[src/rtl/locked_adder_pkg.sv]
// rtl/locked_adder_pkg.sv - shared widths, LFSR taps and FSM type for the locked-adder query monitor
package locked_adder_pkg;
  localparam int ADD_W  = 32;
  localparam int RES_W  = 33;
  localparam int LFSR_W = 64;
  localparam int HD_W   = 6;
  // Feedback taps at bits 63, 62, 60, 59 (polynomial x^64 + x^63 + x^61 + x^60 + 1)
  localparam logic [LFSR_W-1:0] LFSR_TAPS = 64'hD800_0000_0000_0000;

  typedef enum logic [1:0] {ST_IDLE, ST_RUN, ST_DRAIN, ST_DONE} qm_state_t;

  function automatic logic [LFSR_W-1:0] lfsr_next(input logic [LFSR_W-1:0] s);
    return {s[LFSR_W-2:0], ^(s & LFSR_TAPS)};
  endfunction
endpackage

[src/rtl/popcount33.sv]
// rtl/popcount33.sv - combinational population count of a 33-bit word
module popcount33
  import locked_adder_pkg::*;
(
  input  logic [RES_W-1:0] din_i,
  output logic [HD_W-1:0]  cnt_o
);
  always_comb begin
    cnt_o = '0;
    for (int i = 0; i < RES_W; i++) cnt_o = cnt_o + HD_W'(din_i[i]);
  end
endmodule

[src/rtl/locked_adder_query_monitor.sv]
// rtl/locked_adder_query_monitor.sv - drives LFSR queries into a locked adder and scores its results
module locked_adder_query_monitor
  import locked_adder_pkg::*;
#(
  parameter int WIDTH     = 32,
  parameter int N_QUERIES = 1024
) (
  input  logic             clk,
  input  logic             rst_n,
  input  logic             start_i,
  input  logic [63:0]      seed_i,
  output logic [WIDTH-1:0] add1_o,
  output logic [WIDTH-1:0] add2_o,
  input  logic [WIDTH:0]   result_i,
  output logic             busy_o,
  output logic             done_o,
  output logic [31:0]      mismatch_cnt_o,
  output logic [31:0]      hd_sum_o,
  output logic [HD_W-1:0]  hd_max_o,
  output logic [23:0]      first_fail_o,
  output logic             first_fail_vld_o
);
  qm_state_t         state_q, state_d;
  logic [LFSR_W-1:0] lfsr_q, lfsr_d;
  logic [23:0]       qcnt_q, qcnt_d;
  logic              cap_vld_q, cap_vld_d;
  logic [HD_W-1:0]   cap_hd_q, cap_hd_d;
  logic [23:0]       cap_idx_q, cap_idx_d;
  logic              busy_q, busy_d, done_q, done_d;
  logic [31:0]       mis_q, mis_d, hds_q, hds_d;
  logic [HD_W-1:0]   hdm_q, hdm_d;
  logic [23:0]       ff_q, ff_d;
  logic              ffv_q, ffv_d;

  logic [RES_W-1:0]  golden;
  logic [HD_W-1:0]   hd;
  logic [32:0]       hd_sum_ext;

  assign add1_o  = lfsr_q[WIDTH-1:0];
  assign add2_o  = lfsr_q[2*WIDTH-1:WIDTH];
  assign golden  = {1'b0, add1_o} + {1'b0, add2_o};

  popcount33 u_popcount (
    .din_i (result_i ^ golden),
    .cnt_o (hd)
  );

  assign hd_sum_ext = {1'b0, hds_q} + {27'b0, cap_hd_q};

  always_comb begin
    state_d   = state_q;
    lfsr_d    = lfsr_q;
    qcnt_d    = qcnt_q;
    cap_vld_d = 1'b0;
    cap_hd_d  = cap_hd_q;
    cap_idx_d = cap_idx_q;
    busy_d    = busy_q;
    done_d    = done_q;
    mis_d     = mis_q;
    hds_d     = hds_q;
    hdm_d     = hdm_q;
    ff_d      = ff_q;
    ffv_d     = ffv_q;

    // Second pipeline stage: fold the captured query into the statistics
    if (cap_vld_q) begin
      if (cap_hd_q != '0 && mis_q != '1) mis_d = mis_q + 32'd1;
      hds_d = hd_sum_ext[32] ? '1 : hd_sum_ext[31:0];
      if (cap_hd_q > hdm_q) hdm_d = cap_hd_q;
      if (cap_hd_q != '0 && !ffv_q) begin
        ff_d  = cap_idx_q;
        ffv_d = 1'b1;
      end
    end

    case (state_q)
      ST_IDLE, ST_DONE: begin
        if (start_i) begin
          state_d = ST_RUN;
          lfsr_d  = (seed_i == '0) ? 64'h1 : seed_i;
          qcnt_d  = '0;
          busy_d  = 1'b1;
          done_d  = 1'b0;
          mis_d   = '0;
          hds_d   = '0;
          hdm_d   = '0;
          ff_d    = '0;
          ffv_d   = 1'b0;
        end
      end
      ST_RUN: begin
        cap_vld_d = 1'b1;
        cap_hd_d  = hd;
        cap_idx_d = qcnt_q;
        lfsr_d    = lfsr_next(lfsr_q);
        qcnt_d    = qcnt_q + 24'd1;
        if (qcnt_q == 24'(N_QUERIES - 1)) state_d = ST_DRAIN;
      end
      ST_DRAIN: begin
        state_d = ST_DONE;
        busy_d  = 1'b0;
        done_d  = 1'b1;
      end
      default: state_d = ST_IDLE;
    endcase
  end

  always_ff @(posedge clk or negedge rst_n) begin
    if (!rst_n) begin
      state_q   <= ST_IDLE;
      lfsr_q    <= 64'h1;
      qcnt_q    <= '0;
      cap_vld_q <= 1'b0;
      cap_hd_q  <= '0;
      cap_idx_q <= '0;
      busy_q    <= 1'b0;
      done_q    <= 1'b0;
      mis_q     <= '0;
      hds_q     <= '0;
      hdm_q     <= '0;
      ff_q      <= '0;
      ffv_q     <= 1'b0;
    end else begin
      state_q   <= state_d;
      lfsr_q    <= lfsr_d;
      qcnt_q    <= qcnt_d;
      cap_vld_q <= cap_vld_d;
      cap_hd_q  <= cap_hd_d;
      cap_idx_q <= cap_idx_d;
      busy_q    <= busy_d;
      done_q    <= done_d;
      mis_q     <= mis_d;
      hds_q     <= hds_d;
      hdm_q     <= hdm_d;
      ff_q      <= ff_d;
      ffv_q     <= ffv_d;
    end
  end

  assign busy_o           = busy_q;
  assign done_o           = done_q;
  assign mismatch_cnt_o   = mis_q;
  assign hd_sum_o         = hds_q;
  assign hd_max_o         = hdm_q;
  assign first_fail_o     = ff_q;
  assign first_fail_vld_o = ffv_q;
endmodule
[config.mk]
export PLATFORM = sky130hd
export DESIGN_NAME = locked_adder_query_monitor
export DESIGN_NICKNAME = d
export VERILOG_FILES = /design/src/rtl/locked_adder_pkg.sv /design/src/rtl/popcount33.sv /design/src/rtl/locked_adder_query_monitor.sv
export SDC_FILE = /design/constraint.sdc
export NUM_CORES = 1
export LEC_CHECK = 0
export ABC_AREA = 1
export BUFFER_PORTS_ARGS = -buffer_cell sky130_fd_sc_hd__buf_2
export CORE_ASPECT_RATIO = 1.1
export CORE_MARGIN = 2
export CORE_UTILIZATION = 45
export DETAILED_ROUTE_END_ITERATION = 7
export GPL_ROUTABILITY_DRIVEN = 0
export HOLD_SLACK_MARGIN = 0.06
export PLACE_DENSITY = 0.72
export SYNTH_ARGS = -nofsm -noshare
export SYNTH_HDL_FRONTEND = slang
export SYNTH_SLANG_ARGS = --single-unit
[constraint.sdc]
create_clock -name clk -period 6.3 [get_ports clk]
set_input_delay 0.315 -clock clk [delete_from_list [all_inputs] [get_ports clk]]
set_output_delay 0.315 -clock clk [all_outputs]
set_load 0.005 [all_outputs]
==> impl_metrics.yaml, run 1 <==
finish:
  layout.nets: 2453
  syn_to_final_growth_pct: 24.0
  layout_commonest_cell: "nand2_1"
  final_layout_size_suffix_gt1_frac: 0.171
  final_area_mm2: 0.0177
  layout_common_cells: "nand2_1, buf_2, nor2_1, a21oi_1, dfrtp_1"
clock_network:
  htree_num_levels: 1
  cts_buffer_depth: 3
  cts_tree: "yes"
  cts_root_buf: "clkbuf_16"
  numCtsBuffers: 25
  path_clk_slew_ps: 60
  clk_latency_ps: 530
  cts_num_sinks: 218
worst_setup_path:
  worst-path-stages: 28
  critPathMaxStageDelay_ps: 580
  critPathBufInv: 10
  critPathArrivalTime_ps: 6810
  required_ps: 6700
  cp_top_family: "adder cells"
  reg2reg_depth: 28
  worstSetupPathType: "flop to flop"
  endpoint_kind: "flop"
  cp_slowest_cell: "fa_2"
  startpoint_type: "flop"
  cpMostUsedCell: "inv_2"
  critical_path.max_fanout: 4
logic_synthesis:
  seq_area_frac_synth: 0.382
  synthCells: 1946
  avgSynthCellArea_um2: 7.34
  ys_seq_elements: 218
  netlist_area_mm2: 0.0143
  synth_top_cell_by_area: "dfrtp_1"
  synth.distinct_cells: 42
  netlist.area_leader.share: 0.380
  synth_area_leaders: "dfrtp_1, nand2_1, a21oi_1"
  ys.warnings.count: 0
  syn_nets: 2130
sta:
  max_slew_margin: 0.233
  period_needed_ps: 6420
  timing.final.ws_setup_ps: -117
  max_freq_mhz: 156
  period_share: 1.02
  tightest_slew_ps: 1150
  finalSetupViolCount: 2
  rsz0062_at_grt: "yes"
  hold_violations: 0
  skew_ps: 15.3
  drv_slew: 0
floorplan:
  dieWidth_um: 174
  num_rows: 68
  initial_core_util: 0.456
  pin_count: 261
  fp.dieH_um: 191
  core_area_mm2: 0.0313
  die_area_mm2: 0.0332
global_route:
  first_global_vias: 14400
  grt_max_degree: 111
  grt.overflow.total: 0
  antenna_found_initial: 1
  grt_pass1_wl_mm: 72.1
  grt_usage: 0.266
routing:
  drc: 0
  viasPerCell: 5.37
  wl_per_cell_um: 16.6
  first_iter_violations: 1133
  routed_wl_mm: 44.8
  route.vias.total: 14600
  dr.pass1.iters: 5
  ant_nets: 0
place:
  place_hpwl_mm: 33.2
  place_area_mm2: 0.0162
  io_buffer_count: 260
outcome:
  violations: "setup timing"
  status: "finished with violations"
flow_run:
  drv_cap: 0
hold_path:
  whs_path_depth: 3
  worstHoldPathType: "primary input to flop"
==> worst paths after layout <==
path,from,endpoint,slack [ps]
worst max register to register,lfsr_q[0],cap_hd_q[2],-120
min in group asynchronous,rst_n,mismatch_cnt_o[4],370
worst min-delay path,seed_i[44],lfsr_q[44],70
worst max-delay path,lfsr_q[0],cap_hd_q[2],-120
max in group asynchronous,rst_n,first_fail_o[11],4550
worst min register to register,cap_idx_q[8],cap_idx_q[8],470
==> per-layer routing <==
metal | up-vias | global-route usage | part of all wire
met5 | - | 0 | 0
met4 | 0 | 0.101 | 0.039
met3 | 114 | 0.0484 | 0.071
met2 | 622 | 0.470 | 0.49
met1 | 6829 | 0.322 | 0.40
li1 | 6988 | - | -
==> kinds of logic (layout without fill, tap and decap cells) <==
| family | after synthesis | in the layout | synth area share |
|---|---|---|---|
| adder cells (fa/ha/maj) | 84 | 84 | 0.0878 |
| flip-flops | 218 | 218 | 0.382 |
| AND/OR/NAND/NOR | 895 | 895 | 0.260 |
| other | 0 | 2 | 0 |
| buffers and inverters | 273 | 614 | 0.0733 |
| AO/OA/AOI/OAI | 389 | 389 | 0.143 |
| XOR/XNOR | 87 | 87 | 0.0534 |
==> Yosys cell counts (all sizes together) <==
library cell / number
clkbuf: 52
fa: 27
a31oi: 5
nand2: 470
nand3: 65
ha: 57
dfstp: 1
dfrtp: 217
nand3b: 19
a21oi: 248
nor4: 18
nor3: 24
o21a: 4
buf: 8
o21ai: 105
a22oi: 3
o2111ai: 1
o221a: 1
xnor2: 30
xor2: 57
o211ai: 9
o21bai: 4
a211oi: 1
or2: 3
a21o: 6
a21boi: 2
nor2: 259
clkinv: 1
inv: 212
and3: 3
nand4: 32
nor3b: 2
==> through the flow <==
step                      worst slack (ps)  hold WS, ps  instances   util  setup TNS (ps)
after floorplan                       14.1         19.4       1946      -               0
after global placement                -174          348       2601  0.516            -233
after detailed placement              -379          353       2601  0.516            -897
after CTS                            -86.2         60.5       2705  0.563           -86.2
after global routing                  -364         71.9       2708  0.565           -1120
final                                 -117         74.4       2709  0.566            -222
==> registers in the layout, summed over array words and instances, names as in the netlist <==
register	cells
hd_sum_o	32
hd_max_o	6
lfsr_q	64
cap_hd_q	6
first_fail_vld_o	1
cap_vld_q	1
mismatch_cnt_o	32
qcnt_q	24
first_fail_o	24
state_q	2
done_o	1
busy_o	1
cap_idx_q	24
==> worst register-to-register path: cells and delay by family (launching register included) <==
family                   cells  cell delay [ps]
AO/OA/AOI/OAI                3              380
AND/OR/NAND/NOR              4              420
flip-flops                   1              550
XOR/XNOR                     1              190
buffers and inverters       10              840
adder cells (fa/ha/maj)     10             3930
==> what timing repair did <==
item                       4_1_cts  5_1_grt
gates resized for setup         16       22
setup endpoints to repair        5        5
pin swaps                       13       18
hold endpoints to repair       131        0
buffers inserted                 7        4
hold buffers                    52        0
==> cell type report <==
| cell class | instances | area [um^2] |
|---|---|---|
| sequential | 218 | 5460 |
| timing repair buffer | 356 | 2170 |
| multi-input combinational | 1455 | 7890 |
| tap | 420 | 526 |
| clock inverter | 11 | 138 |
| antenna | 2 | 5.00 |
| fill | 2994 | 13600 |
| clock buffer | 34 | 719 |
| inverter | 213 | 801 |
Power of run 1 is not shown: default switching activity piles up to over one toggle a cycle in this logic, so the estimate is an artifact.
==> run 2, diff against run 1 <==
Settings changed: CORE_ASPECT_RATIO 1.1 to 0.8.
==> run 2 against run 1 <==
Compared with the run above: the run still ends with setup timing left; non-clock buffer count increased by 6; sequential share of layout area decreased by 0.16 points; worst setup slack improved by 72 ps; die area about the same.
==> impl_metrics.yaml, run 2 (synthesized netlist as in run 1, its figures left out) <==
finish:
  seqCellArea_mm2: 0.00546
  finalNonFillerCells: 2712
  top_register: "lfsr_q"
  utilization: 0.568
  layout.nets: 2459
  multiInputGateArea_mm2: 0.00789
  final_layout_size_suffix_gt1_frac: 0.169
  antennaDiodeCount: 0
  largest_register_ffs: 64
  layout_common_cells: "nand2_1, buf_2, nor2_1, a21oi_1, dfrtp_1"
  layout_commonest_cell: "nand2_1"
  fill_cells: 2887
  syn_to_final_growth_pct: 24.7
outcome:
  status: "finished with violations"
  violations: "setup timing"
place:
  dp_slack_ps: -289
  io_buffer_count: 260
  dpl.cell_count: 2594
  place_hpwl_mm: 32.4
worst_setup_path:
  reg2reg_depth: 31
  required_ps: 6710
  startpoint: "lfsr_q[0]"
  cpMostUsedCell: "inv_2"
  endpoint_kind: "flop"
  ff2ff_setup_slack_ps: -50
  cp_slowest_cell: "dfstp_2"
  startpoint_type: "flop"
  r2r_start: "lfsr_q[0]"
  critical_path.max_fanout: 3
  critPathArrivalTime_ps: 6750
  critPathMaxStageDelay_ps: 550
  worstSetupPathType: "flop to flop"
  worst_r2r_endpoint: "cap_hd_q[4]"
floorplan:
  fp.dieH_um: 163
  dieWidth_um: 203
  initial_core_util: 0.455
  num_rows: 58
  core_area_mm2: 0.0314
  pin_count: 261
  die_area_mm2: 0.0332
sta:
  rsz0062_at_grt: "yes"
  drv_slew: 0
  skew_ps: 22.0
  hold_violations: 0
  tns_ps: -81.2
  max_freq_mhz: 158
  timing.final.ws_setup_ps: -45.2
  period_needed_ps: 6350
  max_slew_margin: 0.231
  tightest_slew_ps: 1150
  period_share: 1.01
  finalSetupViolCount: 2
global_route:
  grt_pass1_wl_mm: 71.3
  antenna_found_initial: 0
  busiest_layer: "met2"
  grtUsageMet3: 0.0431
  grt_usage: 0.265
  grt_max_degree: 111
  grt.overflow.total: 0
  globalRouteMet1Util: 0.363
  gr-usage-met2: 0.434
  first_global_vias: 13800
clock_network:
  path_clk_slew_ps: 60
  clk_latency_ps: 560
  numCtsBuffers: 25
  cts_num_sinks: 218
  cts_tree: "yes"
  htree_num_levels: 1
  cts_buffer_depth: 3
  cts_root_buf: "clkbuf_16"
routing:
  routed_wl_mm: 44.9
  dr.pass1.iters: 5
  route.vias.total: 14600
  viasPerCell: 5.38
  first_iter_violations: 1122
  ant_nets: 0
  wl_per_cell_um: 16.5
  drc: 0
hold_path:
  worstHoldPathType: "primary input to asynchronous set/reset pin"
flow_run:
  drv_cap: 0
[run 2: repair_timing]
item,CTS,global route
setup endpoints to repair,5,5
gates resized for setup,19,24
setup buffers,5,3
hold buffers,66,0
pin swaps,18,23
endpoints found under the hold margin,173,0
[run 2: cell type report]
cell class	count	share of cell area
Multi-Input combinational cell	1455	0.443
Clock inverter	14	0.0111
Clock buffer	30	0.0385
Timing Repair Buffer	362	0.126
Tap cell	420	0.0295
Inverter	213	0.0450
Sequential cell	218	0.307
[run 2: critical path, delay by kind of cell (launching register included)]
kind | cells | cell delay, ps
adder cells (fa/ha/maj) | 10 | 3850
buffers and inverters | 10 | 640
AND/OR/NAND/NOR | 6 | 600
flip-flops | 1 | 550
XOR/XNOR | 2 | 310
AO/OA/AOI/OAI | 3 | 240
[run 2: routing by layer]
layer / vias to the layer above / routed length (um)
met5: - / 0
li1: 7014 / -
met3: 87 / 3180
met2: 594 / 20600
met4: 0 / 1270
met1: 6886 / 19800
[run 2: metrics by stage]
| step | area, um^2 | hold slack, ps |
|---|---|---|
| 2_1_floorplan | 14300 | 19.4 |
| 3_3_place_gp | 16100 | 434 |
| 3_5_place_dp | 16100 | 446 |
| 4_1_cts | 17700 | 437 |
| 5_1_grt | 17800 | 481 |
| 6_report | 17800 | 422 |
[run 2: how the worst max path moves through the flow]
stage | to | slack [ps] | cells after the start
after floorplan | cap_hd_q[4] | 10 | 32
after global placement | cap_hd_q[4] | -200 | 32
after detailed placement | cap_hd_q[4] | -290 | 32
after CTS | cap_hd_q[4] | -1 | 33
after global routing | cap_hd_q[4] | -300 | 31
final | cap_hd_q[4] | -50 | 31
Power of run 2 is left out for the same reason.
==> run 3, diff against run 2 <==
Settings changed: CORE_ASPECT_RATIO 0.8 to 1.5, REMOVE_ABC_BUFFERS set to 1.
==> run 3 against run 2 <==
Compared with the run above: the run still ends with setup timing left; non-clock buffer count is 30 higher; maximum frequency fell by 0.36%; final cell count rose by 0.63%; count of clock-buffer cells in the layout grew 6; global-route usage rose by 1.5 points; critical path depth is 3 lower; final area is 1.2% higher; largest cell class unchanged.
==> impl_metrics.yaml, run 3 (synthesized netlist as in run 1, its figures left out) <==
worst_setup_path:
  worst_r2r_endpoint: "cap_hd_q[4]"
  ff2ff_setup_slack_ps: -70
  cp_top_family: "adder cells"
  startpoint_type: "flop"
  critPathMaxStageDelay_ps: 590
  required_ps: 6680
  critPathBufInv: 8
  startpoint: "lfsr_q[0]"
  critPathArrivalTime_ps: 6750
  critical_path.max_fanout: 4
  cp_slowest_cell: "fa_2"
  worstSetupPathType: "flop to flop"
  critical_path.endpoint: "cap_hd_q[4]"
  endpoint_kind: "flop"
  reg2reg_depth: 28
  r2r_start: "lfsr_q[0]"
  worst-path-stages: 28
routing:
  drc: 0
  wl_per_cell_um: 17.4
  dr.pass1.iters: 6
  first_iter_violations: 927
  ant_nets: 0
  routed_wl_mm: 47.4
  viasPerCell: 5.45
  route.vias.total: 14900
place:
  place_hpwl_mm: 34.8
  place_area_mm2: 0.0163
  io_buffer_count: 260
floorplan:
  pin_count: 261
  die_area_mm2: 0.0332
  initial_core_util: 0.459
  dieWidth_um: 149
  fp.dieH_um: 222
  core_area_mm2: 0.0311
  num_rows: 79
sta:
  rsz0062_at_grt: "yes"
  max_slew_margin: 0.230
  holdWs_ps: 93.0
  timing.final.ws_setup_ps: -68.0
  finalSetupViolCount: 1
  tightest_slew_ps: 1150
  drv_slew: 0
  period_needed_ps: 6370
  max_freq_mhz: 157
  period_share: 1.01
  hold_violations: 0
  tns_ps: -68.0
  skew_ps: 14.0
finish:
  utilization: 0.579
  layout_commonest_cell: "nand2_1"
  syn_to_final_growth_pct: 26.2
  top_register: "lfsr_q"
  final_area_mm2: 0.0180
  antennaDiodeCount: 0
  largest_register_ffs: 64
  final_layout_size_suffix_gt1_frac: 0.179
  layout.nets: 2489
  layout_common_cells: "nand2_1, buf_2, nor2_1, a21oi_1, dfrtp_1"
global_route:
  busiest_layer: "met2"
  gr-usage-met2: 0.488
  first_global_vias: 14700
  antenna_found_initial: 3
  grt_usage: 0.280
  grtUsageMet3: 0.0508
  globalRouteMet1Util: 0.321
  grt_pass1_wl_mm: 75.0
  grt_max_degree: 112
  grt.overflow.total: 0
clock_network:
  cts_buffer_depth: 3
  path_clk_slew_ps: 60
  clk_latency_ps: 560
  numCtsBuffers: 25
  cts_root_buf: "clkbuf_16"
  cts_tree: "yes"
  cts_num_sinks: 218
  htree_num_levels: 1
outcome:
  status: "finished with violations"
  violations: "setup timing"
flow_run:
  drv_cap: 0
hold_path:
  worstHoldPathType: "primary input to flop"
## run 3: cell types whose count changed in the layout (fill, tap and decap cells not counted), moves of 3 or more
cell / before / now
buf_4: 35 / 66
clkbuf_1: 1 / 5
dlygate4sd3_1: 66 / 63
inv_1: 198 / 202
inv_2: 13 / 9
xor2_1: 57 / 54
xor2_2: 0 / 3
## run 3: layout make-up
class                      instances  area, um^2
fill                            2811       13100
multi-input combinational       1455        7930
sequential                       218        5460
timing repair buffer             392        2470
inverter                         213         801
clock buffer                      36         727
tap                              405         507
clock inverter                    10         128
## run 3: through the flow
step,setup slack (ps),std cells
6_report,-68.0,2729
5_1_grt,-360,2729
4_1_cts,-53.5,2728
3_5_place_dp,-313,2611
3_3_place_gp,-130,2611
2_1_floorplan,-777,1886
## run 3: layer usage
| metal | wire [um] | vias up |
|---|---|---|
| met5 | 50 | - |
| met4 | 2990 | 6 |
| met3 | 3590 | 189 |
| met2 | 23200 | 715 |
| met1 | 17500 | 6912 |
| li1 | - | 7062 |
## run 3: worst register-to-register path: cells and delay by family, from the launching register on
| kind | cells | cell delay (ps) |
|---|---|---|
| AND/OR/NAND/NOR | 4 | 470 |
| XOR/XNOR | 2 | 330 |
| buffers and inverters | 8 | 620 |
| AO/OA/AOI/OAI | 4 | 360 |
| adder cells (fa/ha/maj) | 10 | 3870 |
| flip-flops | 1 | 560 |
## run 3: what timing repair did
item,CTS,global route
endpoints found under the setup margin,5,5
buffers inserted,8,2
hold buffers,63,0
hold endpoints to repair,171,0
resized for setup,18,23
pin swaps,18,10
## run 3: worst min-delay path by stage
| stage | end | from | slack (ps) | cells after the start |
|---|---|---|---|---|
| CTS | lfsr_q[4] | seed_i[4] | 70 | 3 |
| global route | lfsr_q[4] | seed_i[4] | 110 | 3 |
| finish | lfsr_q[4] | seed_i[4] | 90 | 3 |
| global placement | mismatch_cnt_o[18] | rst_n | 430 | 1 |
| detailed placement | mismatch_cnt_o[18] | rst_n | 430 | 1 |
| floorplan | busy_o | rst_n | 20 | 0 |
Power of run 3 is left out for the same reason.
